<file path="config.mk">
export PLATFORM = sky130hd
export DESIGN_NAME = reg_dump_flat
export DESIGN_NICKNAME = d
export VERILOG_FILES = /design/src/rtl/reg_dump_if.sv /design/src/rtl/reg_dump.sv /design/src/flat_wrapper.sv
export SDC_FILE = /design/constraint.sdc
export NUM_CORES = 1
export LEC_CHECK = 0
export CORE_MARGIN = 4
export CORE_UTILIZATION = 41
export CTS_CLUSTER_DIAMETER = 30
export DETAILED_ROUTE_END_ITERATION = 8
export PLACE_DENSITY = 0.77
export SLEW_MARGIN = 15
export SYNTH_ARGS = -nofsm -noshare
export SYNTH_HDL_FRONTEND = slang
export SYNTH_SLANG_ARGS = --single-unit
</file>
<file path="constraint.sdc">
create_clock -name clk -period 4.52 [get_ports clk]
set_input_delay 0.452 -clock clk [delete_from_list [all_inputs] [get_ports clk]]
set_output_delay 0.452 -clock clk [all_outputs]
set_load 0.05 [all_outputs]
</file>
<file path="src/rtl/reg_dump_if.sv">
// Byte-stream handshake between the register dumper and its sink.
// A byte moves on any cycle where tx_valid and tx_ready are both high.
interface reg_dump_if;
    logic [7:0] tx_data;
    logic       tx_valid;
    logic       tx_ready;

    modport master (
        output tx_data,
        output tx_valid,
        input  tx_ready
    );

    modport slave (
        input  tx_data,
        input  tx_valid,
        output tx_ready
    );
endinterface

</file>
<file path="src/rtl/reg_dump.sv">
// Streams registers FIRST_REG..LAST_REG out as little-endian byte records.
// Define REG_DUMP_INDEX_EN to prefix each record with its register index.
module reg_dump #(
    parameter int unsigned FIRST_REG = 0,
    parameter int unsigned LAST_REG  = 31
) (
    input  logic        clk,
    input  logic        reset,
    input  logic        start,
    output logic [4:0]  rf_addr,
    input  logic [31:0] rf_data,
    reg_dump_if.master  tx,
    output logic        busy,
    output logic        done
);

    typedef enum logic [1:0] {
        IDLE,
        LOAD,
        SEND,
        DONE
    } state_t;

    localparam logic [4:0] FIRST_IDX = 5'(FIRST_REG);
    localparam logic [4:0] LAST_IDX  = 5'(LAST_REG);

`ifdef REG_DUMP_INDEX_EN
    localparam logic [2:0] LAST_BYTE = 3'd4;
`else
    localparam logic [2:0] LAST_BYTE = 3'd3;
`endif

    state_t      state;
    state_t      state_n;
    logic [4:0]  idx;
    logic [2:0]  bcnt;
    logic [31:0] snap;
    logic [7:0]  cur_byte;
    logic        xfer;
    logic        last_byte;

    assign xfer      = tx.tx_valid && tx.tx_ready;
    assign last_byte = (bcnt == LAST_BYTE);

    always_comb begin
        cur_byte = 8'h00;
`ifdef REG_DUMP_INDEX_EN
        unique case (bcnt)
            3'd0:    cur_byte = {3'b000, idx};
            3'd1:    cur_byte = snap[7:0];
            3'd2:    cur_byte = snap[15:8];
            3'd3:    cur_byte = snap[23:16];
            3'd4:    cur_byte = snap[31:24];
            default: cur_byte = 8'h00;
        endcase
`else
        unique case (bcnt)
            3'd0:    cur_byte = snap[7:0];
            3'd1:    cur_byte = snap[15:8];
            3'd2:    cur_byte = snap[23:16];
            3'd3:    cur_byte = snap[31:24];
            default: cur_byte = 8'h00;
        endcase
`endif
    end

    always_comb begin
        state_n = state;
        unique case (state)
            IDLE: if (start) state_n = LOAD;
            LOAD: state_n = SEND;
            SEND: begin
                if (xfer && last_byte)
                    state_n = (idx == LAST_IDX) ? DONE : LOAD;
            end
            DONE: state_n = IDLE;
            default: state_n = IDLE;
        endcase
    end

    always_ff @(posedge clk) begin
        if (reset) state <= IDLE;
        else       state <= state_n;
    end

    // Snapshot decouples the stream from later register-file writes.
    always_ff @(posedge clk) begin
        if (reset) begin
            idx  <= FIRST_IDX;
            bcnt <= 3'd0;
            snap <= 32'h0;
        end else begin
            unique case (state)
                IDLE: if (start) idx <= FIRST_IDX;
                LOAD: begin
                    snap <= rf_data;
                    bcnt <= 3'd0;
                end
                SEND: begin
                    if (xfer) begin
                        if (last_byte) begin
                            bcnt <= 3'd0;
                            if (idx != LAST_IDX) idx <= idx + 5'd1;
                        end else begin
                            bcnt <= bcnt + 3'd1;
                        end
                    end
                end
                default: ;
            endcase
        end
    end

    assign rf_addr     = (state == IDLE) ? FIRST_IDX : idx;
    assign tx.tx_valid = (state == SEND);
    assign tx.tx_data  = (state == SEND) ? cur_byte : 8'h00;
    assign busy        = (state != IDLE);
    assign done        = (state == DONE);

endmodule

</file>
<file path="src/flat_wrapper.sv">
// flat-port wrapper written by rule: the top's interface ports become plain ports
module reg_dump_flat 
#(
    parameter int unsigned FIRST_REG = 0,
    parameter int unsigned LAST_REG  = 31
)
  (clk, reset, start, rf_addr, rf_data, busy, done, tx_tx_data, tx_tx_valid, tx_tx_ready);
  reg_dump_if tx_i ();
  input  logic clk;
  input  logic reset;
  input  logic start;
  output logic [4:0] rf_addr;
  input  logic [31:0] rf_data;
  output logic busy;
  output logic done;
  output wire logic [$bits(tx_i.tx_data)-1:0] tx_tx_data;
  output wire logic [$bits(tx_i.tx_valid)-1:0] tx_tx_valid;
  input wire logic [$bits(tx_i.tx_ready)-1:0] tx_tx_ready;
  assign tx_tx_data = tx_i.tx_data;
  assign tx_tx_valid = tx_i.tx_valid;
  assign tx_i.tx_ready = tx_tx_ready;
  reg_dump #(.FIRST_REG(FIRST_REG), .LAST_REG(LAST_REG)) u_core (.clk(clk), .reset(reset), .start(start), .rf_addr(rf_addr), .rf_data(rf_data), .tx(tx_i), .busy(busy), .done(done));
endmodule
</file>
==> metrics.csv, run 1 <==
metric;value;unit
Max Cap Viol;0;
area occupied by multi-input gates;1030;um^2
CTS Sinks;42;
Post-route DRC;0;
synthesized instance count;252;
cts repair resizes;0;
CTS buffer count;5;
run status;completed;
initial antenna violation count;0;
GRT Util Overall;0.161;
Yosys Warn Count;0;
die boundary height;78.0;um
pin count of the biggest net entering global routing;48;
crit path max fanout;15;
worst r2r src;u_core.idx[0]$_SDFFE_PP0P_;
row cnt;25;
full die area;6080;um^2
syn nets;294;
Slew Limit Fails;0;
worst hold path startpoint;u_core.snap[5]$_SDFFE_PP0P_;
slowest stage delay, CP;820;ps
ant diodes;0;
Hold-fix buffers, CTS;0;
Synth Register Bits;42;
Critical Path, Cell by Cell;ha_1 > nor4_1 > or3_1 > a21oi_2 > clkdlybuf4s50_1;
worst relative slew slack;0.544;
routability cong.;0.837;
layout cells sized above 1;0.0651;
Unique masters post-synth;33;
Leakage;0.000865;uW
CTS Root Cell;clkbuf_8;
Crit path required time;4070;ps
CP Class;reg -> out;
Post-CTS Setup Bufs;0;
Buf/Inv on CP;1;
post-route antenna net violation count;0;
Routed WL;4790;um
Iter 0 DRT Violations;134;
Top delay family on crit path;buffers and inverters;
Area Growth Syn to Fin;31.1;%
CTS tree;yes;
Sequential cell area;841;um^2
most frequent cells in the layout;67 x nand2_1, 51 x clkdlybuf4s50_1, 42 x dfxtp_1, 36 x a21oi_1, 17 x a22oi_1;
Fillers;466;
Crit. Startpoint;u_core.bcnt[0]$_SDFFE_PP0P_;
VDD IR max;0.135;mV
HPWL Detailed;3500;um
CTS HTree Levels;2;
Clk Latency, worst-skew pair;290;ps
first-pass GRT wire length;7820;um
Die Width;78.0;um
routed via count;1838;
crit end category;output pin;
total negative slack;0;ps
Worst-Margin Slew;682;ps
unrepaired setup endpoints after global routing;no;
Final Hold Vio Count;0;
fmax;0.302;GHz
WL/cell;13.4;um
GR Overflow Total;0;
Port-buffer cells;51;
Startpoint Class;register;
most common cell after layout, fill and taps aside;nand2_1;
I/O Pins;52;
clock slew at reported path FFs;70;ps
vias in the first global route;1682;
router iterations before antenna repair;4;
clk buf depth;2;
via density per instance;5.12;
Initial Util;0.425;
Final Critical Period;3310;ps
critical path arrival;2860;ps
Post-Syn Area;2010;um^2
Final Cycle Share;0.732;
Seq/Total Area, Yosys;0.419;
Final Util;0.557;
Final #Nets;334;
syn_area_per_cell;7.96;um^2
worst-case clock skew;6.50;ps
HP Class;reg -> reg;
PwrDens;305;nW/um^2
final setup fails;0;
critical path's slowest cell;clkdlybuf4s50_1;
core footprint;4720;um^2
## logic make-up after synthesis
kind of cell / Yosys count / share of synthesized area
simple gates: 100 / 0.231
compound gates: 74 / 0.241
buf+inv: 30 / 0.0711
flops: 42 / 0.419
fa+ha+maj: 6 / 0.0374
## cells in the mapped netlist
cell | count | share of area
a31oi_1 | 2 | 0.0062
nor2_1 | 6 | 0.011
ha_1 | 6 | 0.037
dfxtp_1 | 42 | 0.42
and2_1 | 2 | 0.0062
nand4b_1 | 3 | 0.013
o21ai_1 | 1 | 0.0025
inv_1 | 10 | 0.019
a211oi_1 | 1 | 0.0037
or3_1 | 2 | 0.0062
a211o_1 | 1 | 0.0044
buf_4 | 5 | 0.019
and3b_1 | 1 | 0.0044
o21ai_0 | 1 | 0.0025
nand2_1 | 67 | 0.13
nand3b_1 | 3 | 0.011
o31a_1 | 1 | 0.0044
nor2b_1 | 6 | 0.019
and3_1 | 1 | 0.0031
a21oi_2 | 8 | 0.035
clkbuf_1 | 6 | 0.011
o32ai_1 | 3 | 0.013
nand2b_1 | 6 | 0.019
o2111ai_1 | 1 | 0.0044
o311ai_1 | 1 | 0.0044
or4b_1 | 1 | 0.0050
nor4_1 | 1 | 0.0031
clkbuf_2 | 2 | 0.0050
a221oi_2 | 1 | 0.0075
buf_2 | 7 | 0.017
a21oi_1 | 36 | 0.090
nor4bb_1 | 1 | 0.0050
a22oi_1 | 17 | 0.064
## stage by stage
step	instances	total power, uW	instance area, um^2	hold WS, ps	setup slack [ps]
after detailed placement	352	514	2510	448	1540
after CTS	359	810	2630	459	1210
final	359	802	2630	457	1210
after global placement	352	512	2510	444	1620
after floorplan	252	467	2010	436	2380
after global routing	359	838	2630	473	1070
## worst register-to-register path, cell delays in order (launching register included)
cell	delay [ps]
dfxtp_1	340
ha_1	240
and3_1	200
ha_1	260
nand4b_1	220
or4b_1	490
o311ai_1	100
## worst paths after layout
| kind | end | depth (start not counted) | slack [ps] |
|---|---|---|---|
| max | tx_tx_data[3] | 5 | 1210 |
| min | u_core.snap[5]$_SDFFE_PP0P_ | 2 | 460 |
| max reg2reg | u_core.idx[3]$_SDFFE_PP0P_ | 6 | 2580 |
| min reg2reg | u_core.snap[5]$_SDFFE_PP0P_ | 2 | 460 |
## report_power, final
group	internal, uW	total (uW)	switching, uW
Combinational	50.6	107	56.4
Sequential	386	398	12.2
Clock	177	297	120
## state kept, by name, indices dropped and copies added (netlist names)
name          flops
u_core.snap      32
u_core.idx        5
u_core.bcnt       3
u_core.state      2
## per-layer routing
metal / share of wire / track usage
met5: 0 / 0
met4: 0.024 / 0.0769
met3: 0.059 / 0.0406
met2: 0.45 / 0.238
met1: 0.46 / 0.218
## area by class of cell
cell class / count / share of cell area
inverter: 10 / 0.0143
timing repair buffer: 53 / 0.200
clock buffer: 6 / 0.0314
sequential: 42 / 0.320
tap: 67 / 0.0319
clock inverter: 1 / 0.0114
multi-input combinational: 180 / 0.392
(Power assumes the default switching activity.)
==> run 2: changes to the inputs <==
==> constraint.sdc (replaced) <==
create_clock -name clk -period 3.35 [get_ports clk]
set_input_delay 0.335 -clock clk [delete_from_list [all_inputs] [get_ports clk]]
set_output_delay 0.335 -clock clk [all_outputs]
set_load 0.05 [all_outputs]
==> run 2 against run 1 <==
Register-to-register slack got worse by 1200 ps. Count of clock-buffer cells in the layout fell by 1. Cell count rose by 0.84%. Critical path depth rose by 1. Hold slack improved by 5.7 ps. Wire length rose by 3.5%. Total power rose by 26%. Setup slack got worse by 980 ps. Die area did not move. Critical path type unchanged. Critical endpoint is now tx_tx_data[7].
==> metrics.csv, run 2 (synthesized netlist as in run 1, its figures left out) <==
metric;value;unit
Final #Nets;336;
full die area;6080;um^2
pre-CTS WS;573;ps
Post-route DRC;0;
layout cells sized above 1;0.0746;
Reg2Reg Depth;6;
router iterations before antenna repair;4;
Final Util;0.554;
final setup fails;0;
HPWL Detailed;3750;um
most frequent cells in the layout;67 x nand2_1, 51 x clkdlybuf4s50_1, 42 x dfxtp_1, 36 x a21oi_1, 17 x a22oi_1;
worst hold path startpoint;u_core.snap[30]$_SDFFE_PP0P_;
Leakage;0.000861;uW
fmax;0.321;GHz
Final Hold Vio Count;0;
R2R Setup Slk;1360;ps
CTS Root Cell;clkbuf_8;
Clk Latency, worst-skew pair;300;ps
Final Cycle Share;0.930;
CTS HTree Levels;2;
Placed Area;2530;um^2
first-pass GRT wire length;8110;um
I/O Pins;52;
unrepaired setup endpoints after global routing;no;
Routed WL;4960;um
Worst R2R End;u_core.idx[3]$_SDFFE_PP0P_;
worst-case clock skew;14.0;ps
critical path arrival;2780;ps
Post-Place Cells;354;
critical path's slowest cell;clkdlybuf4s50_1;
clock slew at reported path FFs;80;ps
fin area;2620;um^2
CTS tree;yes;
worst hold stages;2;
VDD IR max;0.177;mV
Top delay family on crit path;buffers and inverters;
core footprint;4720;um^2
Iter 0 DRT Violations;152;
via density per instance;5.08;
Hold Path End;u_core.snap[30]$_SDFFE_PP0P_;
HP Class;reg -> reg;
post-route antenna net violation count;0;
initial antenna violation count;0;
worst relative slew slack;0.637;
GR Overflow Total;0;
die boundary height;78.0;um
cts repair resizes;0;
Critical Path, Cell by Cell;inv_1 > ha_1 > nor4_1 > or3_1 > a21oi_2 > clkdlybuf4s50_1;
total negative slack;0;ps
Crit path required time;3010;ps
Startpoint Class;register;
WP depth;6;
most common cell after layout, fill and taps aside;nand2_1;
PwrDens;386;nW/um^2
CP Class;reg -> out;
max reg flops;32;
GRT Util Overall;0.167;
run status;completed;
Most flops, register;u_core.snap;
clk buf depth;2;
CTS buffer count;5;
Final Critical Period;3110;ps
WL/cell;13.7;um
Area Growth Syn to Fin;30.5;%
Die Width;78.0;um
Slew Limit Fails;0;
Buf/Inv on CP;2;
ant diodes;0;
Worst-Margin Slew;543;ps
Post-CTS Setup Bufs;0;
worst r2r src;u_core.idx[0]$_SDFFE_PP0P_;
vias in the first global route;1669;
pin count of the biggest net entering global routing;32;
slowest stage delay, CP;820;ps
Largest regs;u_core.snap x32, u_core.idx x5, u_core.bcnt x3;
crit path max fanout;9;
Hold-fix buffers, CTS;0;
routed via count;1839;
Final Non-Filler Cells;362;
routability cong.;0.855;
row cnt;25;
CTS Sinks;42;
Port-buffer cells;51;
Initial Util;0.425;
final worst slack;235;ps
Max Cap Viol;0;
crit end category;output pin;
run 2: through the flow:
step	total power [uW]	hold slack (ps)
4_1_cts	1010	462
3_5_place_dp	694	450
2_1_floorplan	631	436
6_report	1010	463
5_1_grt	1060	477
3_3_place_gp	692	444
run 2: worst max-delay path by stage:
| stage | start | end | slack [ps] |
|---|---|---|---|
| floorplan | u_core.bcnt[0]$_SDFFE_PP0P_ | tx_tx_data[0] | 1320 |
| global placement | u_core.bcnt[0]$_SDFFE_PP0P_ | tx_tx_data[0] | 660 |
| detailed placement | u_core.bcnt[0]$_SDFFE_PP0P_ | tx_tx_data[7] | 570 |
| CTS | u_core.bcnt[0]$_SDFFE_PP0P_ | tx_tx_data[7] | 240 |
| global route | u_core.bcnt[0]$_SDFFE_PP0P_ | tx_tx_data[7] | 100 |
| finish | u_core.bcnt[0]$_SDFFE_PP0P_ | tx_tx_data[7] | 240 |
run 2: area by class of cell:
type,count,area [um^2]
sequential,42,841
clock inverter,3,21.3
timing repair buffer,55,541
fill,454,2100
multi-input combinational,180,1030
inverter,10,37.5
clock buffer,5,68.8
tap,67,83.8
run 2: metal layers:
layer	vias up	wire [um]	track usage	part of all wire
li1	944	-	-	-
met1	847	2320	0.227	0.47
met2	41	2340	0.260	0.47
met3	7	227	0.0325	0.046
met4	0	80	0.0629	0.016
met5	-	0	0	0
run 2: power by group:
| group | switching (uW) | internal, uW |
|---|---|---|
| Clock | 182 | 146 |
| Combinational | 76.3 | 68.7 |
| Sequential | 16.4 | 520 |
| Total | 275 | 736 |
run 2: worst register-to-register path, cell delays in order (launching register included):
cell      delay (ps)
dfxtp_1          350
ha_1             250
and3_1           200
ha_1             250
nand4b_1         240
or4b_1           500
o311ai_1         100
==> run 3: changes to the inputs <==
--- a/config.mk
+++ b/config.mk
@@ -9,6 +9,7 @@
 export CORE_UTILIZATION = 41
 export CTS_CLUSTER_DIAMETER = 30
 export DETAILED_ROUTE_END_ITERATION = 8
+export GPL_TIMING_DRIVEN = 1
 export PLACE_DENSITY = 0.77
 export SLEW_MARGIN = 15
 export SYNTH_ARGS = -nofsm -noshare
==> results of run 3 <==
Final layout, timing and power as in run 2 (identical DEF).
